File: config.mk
export PLATFORM = sky130hd
export DESIGN_NAME = piezo_tone_gen_flat
export DESIGN_NICKNAME = d
export VERILOG_FILES = /design/src/rtl/piezo_tone_gen_if.sv /design/src/rtl/piezo_tone_gen.sv /design/src/flat_wrapper.sv
export SDC_FILE = /design/constraint.sdc
export NUM_CORES = 1
export LEC_CHECK = 0
export BUFFER_PORTS_ARGS = -buffer_cell sky130_fd_sc_hd__buf_4
export CORE_MARGIN = 10
export CORE_UTILIZATION = 40
export CTS_CLUSTER_DIAMETER = 200
export CTS_CLUSTER_SIZE = 30
export DETAILED_ROUTE_END_ITERATION = 12
export GPL_ROUTABILITY_DRIVEN = 0
export PLACE_DENSITY = 0.63
export SLEW_MARGIN = 20
export SYNTH_ARGS = -nofsm -noshare
export SYNTH_HDL_FRONTEND = slang
export SYNTH_SLANG_ARGS = --single-unit
File: constraint.sdc
create_clock -name clk -period 8.2 [get_ports clk]
set_input_delay 0.41 -clock clk [delete_from_list [all_inputs] [get_ports clk]]
set_output_delay 0.41 -clock clk [all_outputs]
set_load 0.02 [all_outputs]
File: src/rtl/piezo_tone_gen_if.sv
// piezo_tone_gen_if: play request from a sound sequencer and the tone outputs back to it.
// Revision: 1.0
`default_nettype none

interface piezo_tone_gen_if;
  logic        i_play_en;
  logic [31:0] i_pitch;
  logic        o_piezo;
  logic        o_active;
  logic        o_toggle;
  logic [31:0] o_cur_limit;

  modport master (
    output i_play_en, i_pitch,
    input  o_piezo, o_active, o_toggle, o_cur_limit
  );

  modport slave (
    input  i_play_en, i_pitch,
    output o_piezo, o_active, o_toggle, o_cur_limit
  );
endinterface

`default_nettype wire

File: src/rtl/piezo_tone_gen.sv
// piezo_tone_gen: square-wave buzzer driver; each half period lasts lim clocks, pitch reloads only at edges.
// Revision: 1.0
`default_nettype none

module piezo_tone_gen #(
  parameter int unsigned MIN_LIMIT = 2500,
  parameter int unsigned MAX_LIMIT = 1000000
) (
  input  wire logic        clk,
  input  wire logic        rst_n,
  piezo_tone_gen_if.slave  bus
);

  localparam logic [31:0] c_min_lim = 32'(MIN_LIMIT);
  localparam logic [31:0] c_max_lim = 32'(MAX_LIMIT);

  typedef enum logic [1:0] {
    S_IDLE  = 2'd0,
    S_RUN   = 2'd1,
    S_DRAIN = 2'd2
  } state_t;

  state_t      state_q, state_d;
  logic [31:0] cnt_q, cnt_d;
  logic [31:0] lim_q, lim_d;
  logic        piezo_q, piezo_d;
  logic        toggle_q, toggle_d;
  logic        active_q, active_d;

  logic        w_en;
  logic        w_boundary;
  logic [31:0] w_clamped;

  assign w_en       = bus.i_play_en && (bus.i_pitch != 32'd0);
  assign w_boundary = (cnt_q == (lim_q - 32'd1));
  assign w_clamped  = (bus.i_pitch < c_min_lim) ? c_min_lim :
                      (bus.i_pitch > c_max_lim) ? c_max_lim : bus.i_pitch;

  always_ff @(posedge clk or negedge rst_n) begin
    if (!rst_n) begin
      state_q  <= S_IDLE;
      cnt_q    <= 32'd0;
      lim_q    <= 32'd0;
      piezo_q  <= 1'b0;
      toggle_q <= 1'b0;
      active_q <= 1'b0;
    end else begin
      state_q  <= state_d;
      cnt_q    <= cnt_d;
      lim_q    <= lim_d;
      piezo_q  <= piezo_d;
      toggle_q <= toggle_d;
      active_q <= active_d;
    end
  end

  always_comb begin
    state_d  = state_q;
    cnt_d    = cnt_q + 32'd1;
    lim_d    = lim_q;
    piezo_d  = piezo_q;
    toggle_d = 1'b0;

    case (state_q)
      S_IDLE: begin
        cnt_d   = 32'd0;
        lim_d   = 32'd0;
        piezo_d = 1'b0;
        if (w_en) begin
          lim_d   = w_clamped;
          state_d = S_RUN;
        end
      end

      S_RUN: begin
        if (w_boundary) begin
          // The edge is always taken; a stop only decides where we go afterwards.
          piezo_d  = ~piezo_q;
          toggle_d = 1'b1;
          cnt_d    = 32'd0;
          if (w_en) begin
            lim_d = w_clamped;
          end else if (piezo_q) begin
            lim_d   = 32'd0;
            state_d = S_IDLE;
          end else begin
            state_d = S_DRAIN;
          end
        end else if (!w_en) begin
          if (piezo_q) begin
            state_d = S_DRAIN;
          end else begin
            cnt_d   = 32'd0;
            lim_d   = 32'd0;
            state_d = S_IDLE;
          end
        end
      end

      S_DRAIN: begin
        if (w_boundary) begin
          piezo_d  = 1'b0;
          toggle_d = 1'b1;
          cnt_d    = 32'd0;
          lim_d    = 32'd0;
          state_d  = S_IDLE;
        end else if (w_en) begin
          state_d = S_RUN;
        end
      end

      default: begin
        cnt_d   = 32'd0;
        lim_d   = 32'd0;
        piezo_d = 1'b0;
        state_d = S_IDLE;
      end
    endcase

    active_d = (state_d != S_IDLE);
  end

  assign bus.o_piezo     = piezo_q;
  assign bus.o_toggle    = toggle_q;
  assign bus.o_active    = active_q;
  assign bus.o_cur_limit = lim_q;

endmodule

`default_nettype wire

File: src/flat_wrapper.sv
// flat-port wrapper written by rule: the top's interface ports become plain ports
module piezo_tone_gen_flat 
#(
  parameter int unsigned MIN_LIMIT = 2500,
  parameter int unsigned MAX_LIMIT = 1000000
)
  (clk, rst_n, bus_i_play_en, bus_i_pitch, bus_o_piezo, bus_o_active, bus_o_toggle, bus_o_cur_limit);
  piezo_tone_gen_if bus_i ();
  input  wire logic clk;
  input  wire logic rst_n;
  input wire logic [$bits(bus_i.i_play_en)-1:0] bus_i_play_en;
  input wire logic [$bits(bus_i.i_pitch)-1:0] bus_i_pitch;
  output wire logic [$bits(bus_i.o_piezo)-1:0] bus_o_piezo;
  output wire logic [$bits(bus_i.o_active)-1:0] bus_o_active;
  output wire logic [$bits(bus_i.o_toggle)-1:0] bus_o_toggle;
  output wire logic [$bits(bus_i.o_cur_limit)-1:0] bus_o_cur_limit;
  assign bus_i.i_play_en = bus_i_play_en;
  assign bus_i.i_pitch = bus_i_pitch;
  assign bus_o_piezo = bus_i.o_piezo;
  assign bus_o_active = bus_i.o_active;
  assign bus_o_toggle = bus_i.o_toggle;
  assign bus_o_cur_limit = bus_i.o_cur_limit;
  piezo_tone_gen #(.MIN_LIMIT(MIN_LIMIT), .MAX_LIMIT(MAX_LIMIT)) u_core (.clk(clk), .rst_n(rst_n), .bus(bus_i));
endmodule
==> results of run 1 <==
-- how the worst max path moves through the flow --
stage	startpoint	endpoint	cells past startpoint
after floorplan	u_core.bus.o_cur_limit[4]	u_core.bus.o_cur_limit[28]	11
after global placement	u_core.bus.o_cur_limit[0]	u_core.bus.o_cur_limit[12]	9
after detailed placement	u_core.bus.o_cur_limit[0]	u_core.bus.o_cur_limit[15]	9
after CTS	u_core.bus.o_cur_limit[0]	u_core.bus.o_cur_limit[15]	9
after global routing	u_core.bus.o_cur_limit[0]	u_core.bus.o_cur_limit[15]	9
final	u_core.bus.o_cur_limit[0]	u_core.bus.o_cur_limit[13]	9
-- synthesized netlist by cell type, types with 4 or more instances --
cell / count
clkbuf_1: 13
nand2_1: 22
nor4_1: 10
a22o_1: 9
a21oi_1: 11
dfrtp_1: 69
nor2_1: 69
or4_1: 8
inv_1: 16
nand3_1: 14
and3_1: 7
ha_1: 6
nor3_1: 15
o2bb2ai_1: 6
mux2i_1: 4
xnor2_1: 39
nand2b_1: 6
and2_1: 14
xor2_1: 33
nand4_1: 16
o21ai_0: 7
or3_1: 11
or2_2: 4
-- sequential cells by signal, summed over array words and instances (netlist names) --
register                cells
u_core.bus.o_cur_limit     32
u_core.cnt_q               32
u_core.state_q              2
u_core.bus.o_piezo          1
u_core.bus.o_active         1
u_core.bus.o_toggle         1
-- per-layer routing --
layer	global-route usage, %	vias to the layer above	wire length, µm
met2	22.55	100	5110
met3	3.484	12	593
met1	21.00	1759	5315
met4	4.892	0	159
li1	-	1779	-
met5	0	-	0
-- per-stage QoR --
step           cells  power [mW]  setup slack (ps)  util, %
2_1_floorplan    466      0.6815              4458        -
3_3_place_gp     657      0.7910              4089    47.59
3_5_place_dp     657      0.7990              3957    47.59
4_1_cts          673       1.112              3906    49.75
5_1_grt          673       1.176              3631    49.75
6_report         673       1.104              3937    49.75
-- cell families after synthesis --
| kind of cell | Yosys count | share of synthesized area, % |
|---|---|---|
| fa+ha+maj | 6 | 1.737 |
| mux | 9 | 2.229 |
| buf+inv | 30 | 2.634 |
| xor+xnor | 74 | 15.69 |
| flops | 69 | 39.94 |
| simple gates | 213 | 26.60 |
| compound gates | 65 | 11.17 |
-- critical path, cell delays in order (launching register included) --
cell	delay, ps
dfrtp_1	470
nor4_4	550
nand4_1	330
or3_1	410
or3_1	380
a221o_1	400
nor4_4	540
xnor2_1	230
a21o_1	630
a22o_1	250
-- layout make-up --
class	instances	area share (%)
inverter	16	1.159
timing repair buffer	69	9.995
clock buffer	12	2.994
sequential	69	33.32
clock inverter	4	1.352
multi-input combinational	367	47.90
tap	136	3.283
-- power groups by stage --
stage / logic (mW) / clock network [mW] / registers [mW]
floorplan: 0.265 / 0 / 0.417
global placement: 0.380 / 0 / 0.411
detailed placement: 0.388 / 0 / 0.411
CTS: 0.389 / 0.318 / 0.405
global route: 0.432 / 0.334 / 0.409
finish: 0.389 / 0.311 / 0.404
==> flow_metrics.tcl, run 1 <==
set metrics [dict create \
    status "complete, no violations" \
    drt_iter0_drc 219 \
    yosys_warnings 0 \
    synthDistinctLibCells 58 \
    internal_power_uw 709.8 \
    synth_top_area_share_pct 39.94 \
    synth.area.top_cells "dfrtp_1 40%, xnor2_1 7.9%, xor2_1 6.7%" \
    switching_power_uw 394.3 \
    vias_per_cell 5.423 \
    seq_area_mm2 0.001727 \
    crit_arrival_ps 4540 \
    cts_buffer_depth 2 \
    reg2reg_to "u_core.bus.o_cur_limit[13]" \
    syn_avg_cell_area_um2 9.277 \
    io_buffer_count 69 \
    initial_core_util_pct 41.50 \
    insertion_delay_ps 340 \
    async_reset_ff_share_pct 100.0 \
    sw_frac_of_total_pct 35.71 \
    num_vias 3650 \
    cts_buffers 9 \
    htree_num_levels 3 \
    crit_path_max_fanout 26 \
    grt.total_usage_pct 15.06 \
    n_fill_cell 983 \
    design.die.area_mm2 0.01536 \
    dr.pass1.iters 5 \
    grt_pass1_vias 3666 \
    place_area_mm2 0.004957 \
    final.setup.tns_ps 0 \
    final_cell_mix "69 x nor2_1, 69 x buf_4, 69 x dfrtp_1, 39 x xnor2_1, 33 x xor2_1" \
    synth_top_area_cell "dfrtp_1" \
    floorplan.rows 37 \
    multi_input_area_mm2 0.002482 \
    worstMarginPinSlew_ps 947.8 \
    grt_max_degree 70 \
    grt_pass1_wl_um 18690 \
    avgRoutedWirePerCell_um 16.61 \
    postLayoutCellArea_mm2 0.005182 \
    clk_pin_slew_worst_paths_ps 70 \
    cts_tree "built" \
    finalHoldViolCount 0 \
    post-cts-setup-buffers 0 \
    clkPwrFrac_pct 28.2 \
    cts.sinks 69 \
    die_w_um 124.0 \
    antenna_found_initial 0 \
    n_antenna_cell 0 \
    ant_nets 0 \
    hold-worst-slack_ps 175.6 \
    finClkSkew_ps 7.150 \
    design.core.area_mm2 0.01042 \
    cts_resized 0 \
    max_cap_violations 0 \
    syn_to_final_growth_pct 19.88 \
    die_y_um 124.0 \
    rsz0062_at_grt "no" \
    dpl.hpwl_um 8624 \
    crit_type "reg2reg" \
    fin_crit_sh_pct 51.98 \
    combPwrFrac_pct 35.2 \
    holdBufCountCts 0 \
    required_ps 8480 \
    synth_edf_count 0 \
    end_kind "flop" \
    hold_class "in2async" \
    postSynthCellCount 466 \
    vdd_ir_drop_max_uv 170.9 \
    synth-seq-cells 69 \
    p_seq_share_pct 36.6 \
    slew-limit-headroom_pct 36.28 \
    rr_worst_depth 9 \
    clock-root-buffer "clkbuf_8" \
    rr_startpoint "u_core.bus.o_cur_limit[0]" \
    maxSlewViolCount 0 \
    nNetsFinal 573 \
    synth_ff_type "dfrtp_1" \
    drc 0 \
    drt-total-wl_um 11180 \
    drive_gt1_share_pct 18.62 \
    synth_nets 507 \
    min_period_ps 4263 \
    grt_overflow 0 \
    setup_viol 0 \
    yosysSeqAreaShare_pct 39.94 \
    cp-start-kind "flop" \
    io_pins 70 \
    ff2ff_setup_slack_ps 3940 \
    power_density_mw_per_mm2 213.1 \
    fmax_ghz 0.2346 \
    netlist_area_mm2 0.004323 \
    leakage_nw 2.298 \
]
Note: power is estimated with default switching activity, not from simulation.
==> run 2: changes to the inputs <==
==> constraint.sdc (replaced) <==
create_clock -name clk -period 4.3 [get_ports clk]
set_input_delay 0.215 -clock clk [delete_from_list [all_inputs] [get_ports clk]]
set_output_delay 0.215 -clock clk [all_outputs]
set_load 0.02 [all_outputs]
==> run 2 against run 1 <==
Compared with the run above:
- worst hold slack got worse by 93 ps
- fmax rose by 6.9%
- first-iteration DRC count up 8.2%
- register-to-register slack worse by 3600 ps
- final area rose by 1.2%
- core utilization up 0.60 points
- die area stayed put
- sequential share of layout area is 0.40 points lower
- sequential power up 90%
- power up 90%
- worst setup slack lost 3600 ps
- clock-buffer cell count down 1
==> flow_metrics.tcl, run 2 (synthesis gave the netlist of run 1 again) <==
set metrics [dict create \
    status "complete, no violations" \
    final_cell_mix "76 x buf_4, 69 x nor2_1, 69 x dfrtp_1, 39 x xnor2_1, 33 x xor2_1" \
    clk_pin_slew_worst_paths_ps 80 \
    setup_viol 0 \
    fin_crit_sh_pct 92.73 \
    slowest_delay_ps 660 \
    cts_buffers 9 \
    min_period_ps 3987 \
    n_fill_cell 964 \
    p_seq_share_pct 36.5 \
    die_y_um 124.0 \
    ant_nets 0 \
    grt_pass1_vias 3654 \
    finalHoldViolCount 0 \
    vdd_ir_drop_max_uv 252.5 \
    dpl.hpwl_um 8488 \
    insertion_delay_ps 350 \
    antenna_found_initial 0 \
    dr.pass1.iters 4 \
    combPwrFrac_pct 35.1 \
    grt.total_usage_pct 14.86 \
    floorplan.rows 37 \
    io_pins 70 \
    finClkSkew_ps 12.55 \
    drive_gt1_share_pct 19.63 \
    crit_arrival_ps 4270 \
    nNetsFinal 581 \
    post-cts-setup-buffers 0 \
    cp_slowest_cell "a21o_1" \
    drt-total-wl_um 10950 \
    fmax_ghz 0.2508 \
    seq_area_mm2 0.001727 \
    slew-limit-headroom_pct 42.14 \
    sw_frac_of_total_pct 36.20 \
    cts_tree "built" \
    cp-start-kind "flop" \
    clkPwrFrac_pct 28.4 \
    hold-worst-slack_ps 82.53 \
    design.core.area_mm2 0.01042 \
    syn_to_final_growth_pct 21.33 \
    finalWorstSetupSlack_ps 312.5 \
    multi_input_area_mm2 0.002482 \
    switching_power_uw 760.4 \
    leakage_nw 2.326 \
    htree_num_levels 3 \
    n_antenna_cell 0 \
    hold_class "in2reg" \
    end_kind "flop" \
    crit_type "reg2reg" \
    crit_chain "nor4_4, nand4_1, or3_1, or3_1, a221o_1, nor4_4, xnor2_1, a21o_1, a22o_1" \
    required_ps 4590 \
    io_buffer_count 69 \
    final.setup.tns_ps 0 \
    final_common_cell "buf_4" \
    grt_max_degree 70 \
    grt_pass1_wl_um 18260 \
    max_cap_violations 0 \
    die_w_um 124.0 \
    design.die.area_mm2 0.01536 \
    cts_buffer_depth 2 \
    grt_overflow 0 \
    rsz0062_at_grt "no" \
    avgRoutedWirePerCell_um 16.08 \
    initial_core_util_pct 41.50 \
    num_vias 3621 \
    power_density_mw_per_mm2 400.5 \
    crit_path_max_fanout 26 \
    internal_power_mw 1.340 \
    drt_iter0_drc 237 \
    p_total_mw 2.101 \
    maxSlewViolCount 0 \
    dp.cells 664 \
    clock-root-buffer "clkbuf_8" \
    drc 0 \
    pre_cts_ws_ps 355.9 \
    cts.sinks 69 \
    vias_per_cell 5.317 \
    stdcell_count 681 \
    worstMarginPinSlew_ps 868.0 \
]
[run 2: cell count changes in the layout (fill, tap and decap cells not counted), sizes merged]
cell	previous run	this run
clkinvlp	0	2
buf	69	76
clkinv	2	1
dlygate4sd3	0	1
clkbuf	12	11
[run 2: layout make-up]
class                      count  share of cell area (%)
multi-input combinational    367                   47.33
sequential                    69                   32.92
timing repair buffer          77                   11.07
tap                          136                   3.244
clock buffer                  11                   2.696
clock inverter                 5                   1.598
inverter                      16                   1.145
[run 2: power by group through the flow]
stage / clock (mW) / combinational, mW / sequential [mW]
global route: 0.633 / 0.822 / 0.777
floorplan: 0 / 0.505 / 0.795
detailed placement: 0 / 0.741 / 0.780
finish: 0.596 / 0.737 / 0.768
global placement: 0 / 0.726 / 0.779
CTS: 0.613 / 0.743 / 0.768
[run 2: repair_timing]
action                    4_1_cts  5_1_grt
gates resized for setup         0        0
hold buffers                    1        0
hold endpoints to repair        5        0
[run 2: routing by layer]
metal | vias up | routed length (µm) | track usage, %
li1 | 1799 | - | -
met1 | 1719 | 5217 | 19.99
met2 | 87 | 4915 | 22.35
met3 | 16 | 593 | 3.439
met4 | 0 | 221 | 6.547
met5 | - | 0 | 0
[run 2: path summary, 6_finish.rpt]
path | startpoint | to | slack, ps | cells past startpoint
worst max-delay path | u_core.bus.o_cur_limit[4] | u_core.bus.o_cur_limit[10] | 310 | 9
max in group asynchronous | rst_n | u_core.cnt_q[12] | 3200 | 2
worst min register to register | u_core.cnt_q[31] | u_core.cnt_q[31] | 570 | 2
min in group asynchronous | rst_n | u_core.bus.o_cur_limit[31] | 500 | 2
worst min-delay path | bus_i_pitch[0] | u_core.bus.o_cur_limit[0] | 80 | 2
worst max register to register | u_core.bus.o_cur_limit[4] | u_core.bus.o_cur_limit[10] | 310 | 9
[run 2: worst max-delay path, delay by kind of cell (launching register included)]
family	cells	cell delay [ps]
compound gates	3	1300
xor+xnor	1	210
flops	1	500
simple gates	5	1910
[run 2: stage by stage]
stage                     utilization, %  instance area (µm²)
after floorplan                        -                 4323
after global placement             48.10                 5010
after detailed placement           48.10                 5010
after CTS                          50.35                 5245
after global routing               50.35                 5245
final                              50.35                 5245
==> run 3: changes to the inputs <==
--- a/config.mk
+++ b/config.mk
@@ -5,6 +5,7 @@
 export SDC_FILE = /design/constraint.sdc
 export NUM_CORES = 1
 export LEC_CHECK = 0
+export ABC_AREA = 1
 export BUFFER_PORTS_ARGS = -buffer_cell sky130_fd_sc_hd__buf_4
 export CORE_MARGIN = 10
 export CORE_UTILIZATION = 40
@@ -12,8 +13,9 @@
 export CTS_CLUSTER_SIZE = 30
 export DETAILED_ROUTE_END_ITERATION = 12
 export GPL_ROUTABILITY_DRIVEN = 0
-export PLACE_DENSITY = 0.63
+export PLACE_DENSITY = 0.62
 export SLEW_MARGIN = 20
 export SYNTH_ARGS = -nofsm -noshare
 export SYNTH_HDL_FRONTEND = slang
 export SYNTH_SLANG_ARGS = --single-unit
+export TNS_END_PERCENT = 20
==> run 3 against run 2 <==
Compared with the run above:
- the flow now finishes with violations (hold timing)
- die area increased by 25%
- via count rose by 58%
- sequential power is 0.5% higher
- critical path type unchanged
==> flow_metrics.tcl, run 3 <==
set metrics [dict create \
    grt_use_met3_pct 2.055 \
    rsz0062_at_grt "no" \
    drive_gt1_share_pct 13.95 \
    grt_pass1_vias 5410 \
    grt_overflow 0 \
    drc 0 \
    n_fill_cell 1448 \
    min_period_ps 3180 \
    synth_nets 919 \
    final_cell_mix "273 x nand2_1, 139 x nor2_1, 100 x inv_1, 69 x buf_4, 69 x dfrtp_1" \
    fin_crit_sh_pct 73.96 \
    multi_input_area_mm2 0.003391 \
    cts_buffers 9 \
    final_common_cell "nand2_1" \
    maxSlewViolCount 0 \
    grtUsageMet2_pct 27.59 \
    floorplan.rows 43 \
    dr.pass1.iters 5 \
    pre_cts_ws_ps 1126 \
    grt_pass1_wl_um 28250 \
    finalWorstSetupSlack_ps 1120 \
    leakage_nw 3.362 \
    busiest_layer "met2" \
    post-cts-setup-buffers 0 \
    postSynthCellCount 878 \
    grt_max_degree 70 \
    status "complete, but fails checks" \
    max_cap_violations 0 \
    setup_viol 0 \
    holdBufCountCts 0 \
    violations "hold timing" \
    synth_most_common_cell "nand2_1" \
    avgRoutedWirePerCell_um 15.46 \
    synth_edf_count 0 \
    insertion_delay_ps 330 \
    crit_type "reg2reg" \
    slew-limit-headroom_pct 31.80 \
    finClkSkew_ps 3.263 \
    die_w_um 138.4 \
    dpl.hpwl_um 13800 \
    nNetsFinal 982 \
    synth_top_area_share_pct 30.79 \
    required_ps 4570 \
    seq_area_mm2 0.001727 \
    vias_per_cell 5.072 \
    synth.area.top_cells "dfrtp_1 31%, nand2_1 18%, nor2_1 9.3%" \
    grt.total_usage_pct 17.66 \
    io_pins 70 \
    synth_common_cells "273 x nand2_1, 139 x nor2_1, 100 x inv_1" \
    use_met1_pct 24.56 \
    clk_pin_slew_worst_paths_ps 60 \
    design.die.area_mm2 0.01916 \
    power_density_mw_per_mm2 458.9 \
    synth-seq-cells 69 \
    cts.sinks 69 \
    async_reset_ff_share_pct 100.0 \
    hold_class "in2async" \
    synth_top_area_cell "dfrtp_1" \
    yosys_warnings 0 \
    io_buffer_count 69 \
    end_kind "flop" \
    stdcell_count 1126 \
    num_vias 5711 \
    design.core.area_mm2 0.01383 \
    yosysSeqAreaShare_pct 30.79 \
    syn_to_final_growth_pct 17.34 \
    ant_nets 0 \
    clock-root-buffer "clkbuf_16" \
    synth_ff_type "dfrtp_1" \
    n_antenna_cell 0 \
    drt_iter0_drc 644 \
    initial_core_util_pct 40.56 \
    crit_path_max_fanout 32 \
    vdd_ir_drop_max_uv 227.7 \
    cp-start-kind "flop" \
    crit_arrival_ps 3450 \
    fin_util_pct 47.59 \
    synthDistinctLibCells 40 \
    antenna_found_initial 0 \
    p_total_mw 3.020 \
    die_y_um 138.4 \
    cts_resized 0 \
    hold-worst-slack_ps -10.52 \
    cts_buffer_depth 2 \
    finalHoldViolCount 8 \
    fmax_ghz 0.3144 \
    worstMarginPinSlew_ps 1023 \
    netlist_area_mm2 0.005608 \
    drt-total-wl_um 17410 \
    cts_tree "built" \
    dp.cells 1110 \
    final.setup.tns_ps 0 \
    htree_num_levels 3 \
    syn_avg_cell_area_um2 6.387 \
]
==> run 3: changes by cell type after synthesis, sizes merged, moves of 11 or more <==
| cell | delta |
|---|---|
| nor2 | +93 |
| nand3 | +32 |
| nor3 | +19 |
| or3 | -11 |
| inv | +88 |
| o21ai | +20 |
| xnor2 | -20 |
| nand2 | +259 |
| nand4 | +11 |
| nor4 | -11 |
| and2 | -14 |
==> run 3: final timing paths <==
| check | start | endpoint | slack, ps | depth (start not counted) |
|---|---|---|---|---|
| worst max-delay path | u_core.bus.o_cur_limit[0] | u_core.bus.o_cur_limit[8] | 1120 | 16 |
| worst min-delay path | rst_n | u_core.bus.o_cur_limit[29] | -10 | 1 |
| worst max register to register | u_core.bus.o_cur_limit[0] | u_core.bus.o_cur_limit[8] | 1120 | 16 |
| worst min register to register | u_core.cnt_q[0] | u_core.cnt_q[0] | 540 | 1 |
| max in group asynchronous | rst_n | u_core.cnt_q[0] | 3740 | 1 |
| min in group clk | bus_i_pitch[5] | u_core.bus.o_cur_limit[5] | 270 | 5 |
==> run 3: per-stage QoR <==
stage               cell area, µm²  hold slack [ps]
floorplan                     5608           -80.59
global placement              6254            383.7
detailed placement            6254            380.5
CTS                           6580            28.80
global route                  6580            66.65
finish                        6580           -10.52
==> run 3: cells by family after synthesis <==
group,Yosys count,share of synthesized area (%)
adders and majority gates,6,1.339
and+or+nand+nor,578,46.41
AOI/OAI and AO/OA,59,5.689
DFF,69,30.79
xor gates and xnor gates,45,7.028
buffers and inverters,121,8.746
==> run 3: worst max-delay path, cell delays in order, from the launching register on <==
cell	delay, ps
dfrtp_1	410
inv_1	150
ha_1	230
nand3_2	140
nor2_4	230
nand2_1	70
nand2_1	140
o21ai_0	110
nor3_1	280
nand2_1	140
nor2_4	200
nand2_4	90
nand2_4	110
nand2_4	190
inv_4	390
nand2_1	130
nand2_1	80
==> run 3: metal layers <==
metal | part of all wire [%] | wire length [µm] | vias to the layer above
met5 | 0 | 0 | -
li1 | - | - | 2903
met4 | 2.0 | 342 | 0
met3 | 5.4 | 939 | 29
met1 | 48 | 8356 | 2612
met2 | 45 | 7774 | 167
==> run 3: final cells by class <==
| type | instances | share of cell area (%) |
|---|---|---|
| sequential | 69 | 26.24 |
| multi-input combinational | 688 | 51.53 |
| timing repair buffer | 69 | 7.872 |
| clock inverter | 4 | 1.065 |
| clock buffer | 12 | 3.898 |
| tap | 180 | 3.423 |
| inverter | 104 | 5.971 |
==> run 3: where the power goes <==
group	switching, mW	internal [mW]	leakage (nW)
Combinational	1.01	0.419	2.25
Sequential	0.0787	0.693	0.952
Clock	0.277	0.537	0.163
Total	1.37	1.65	3.36
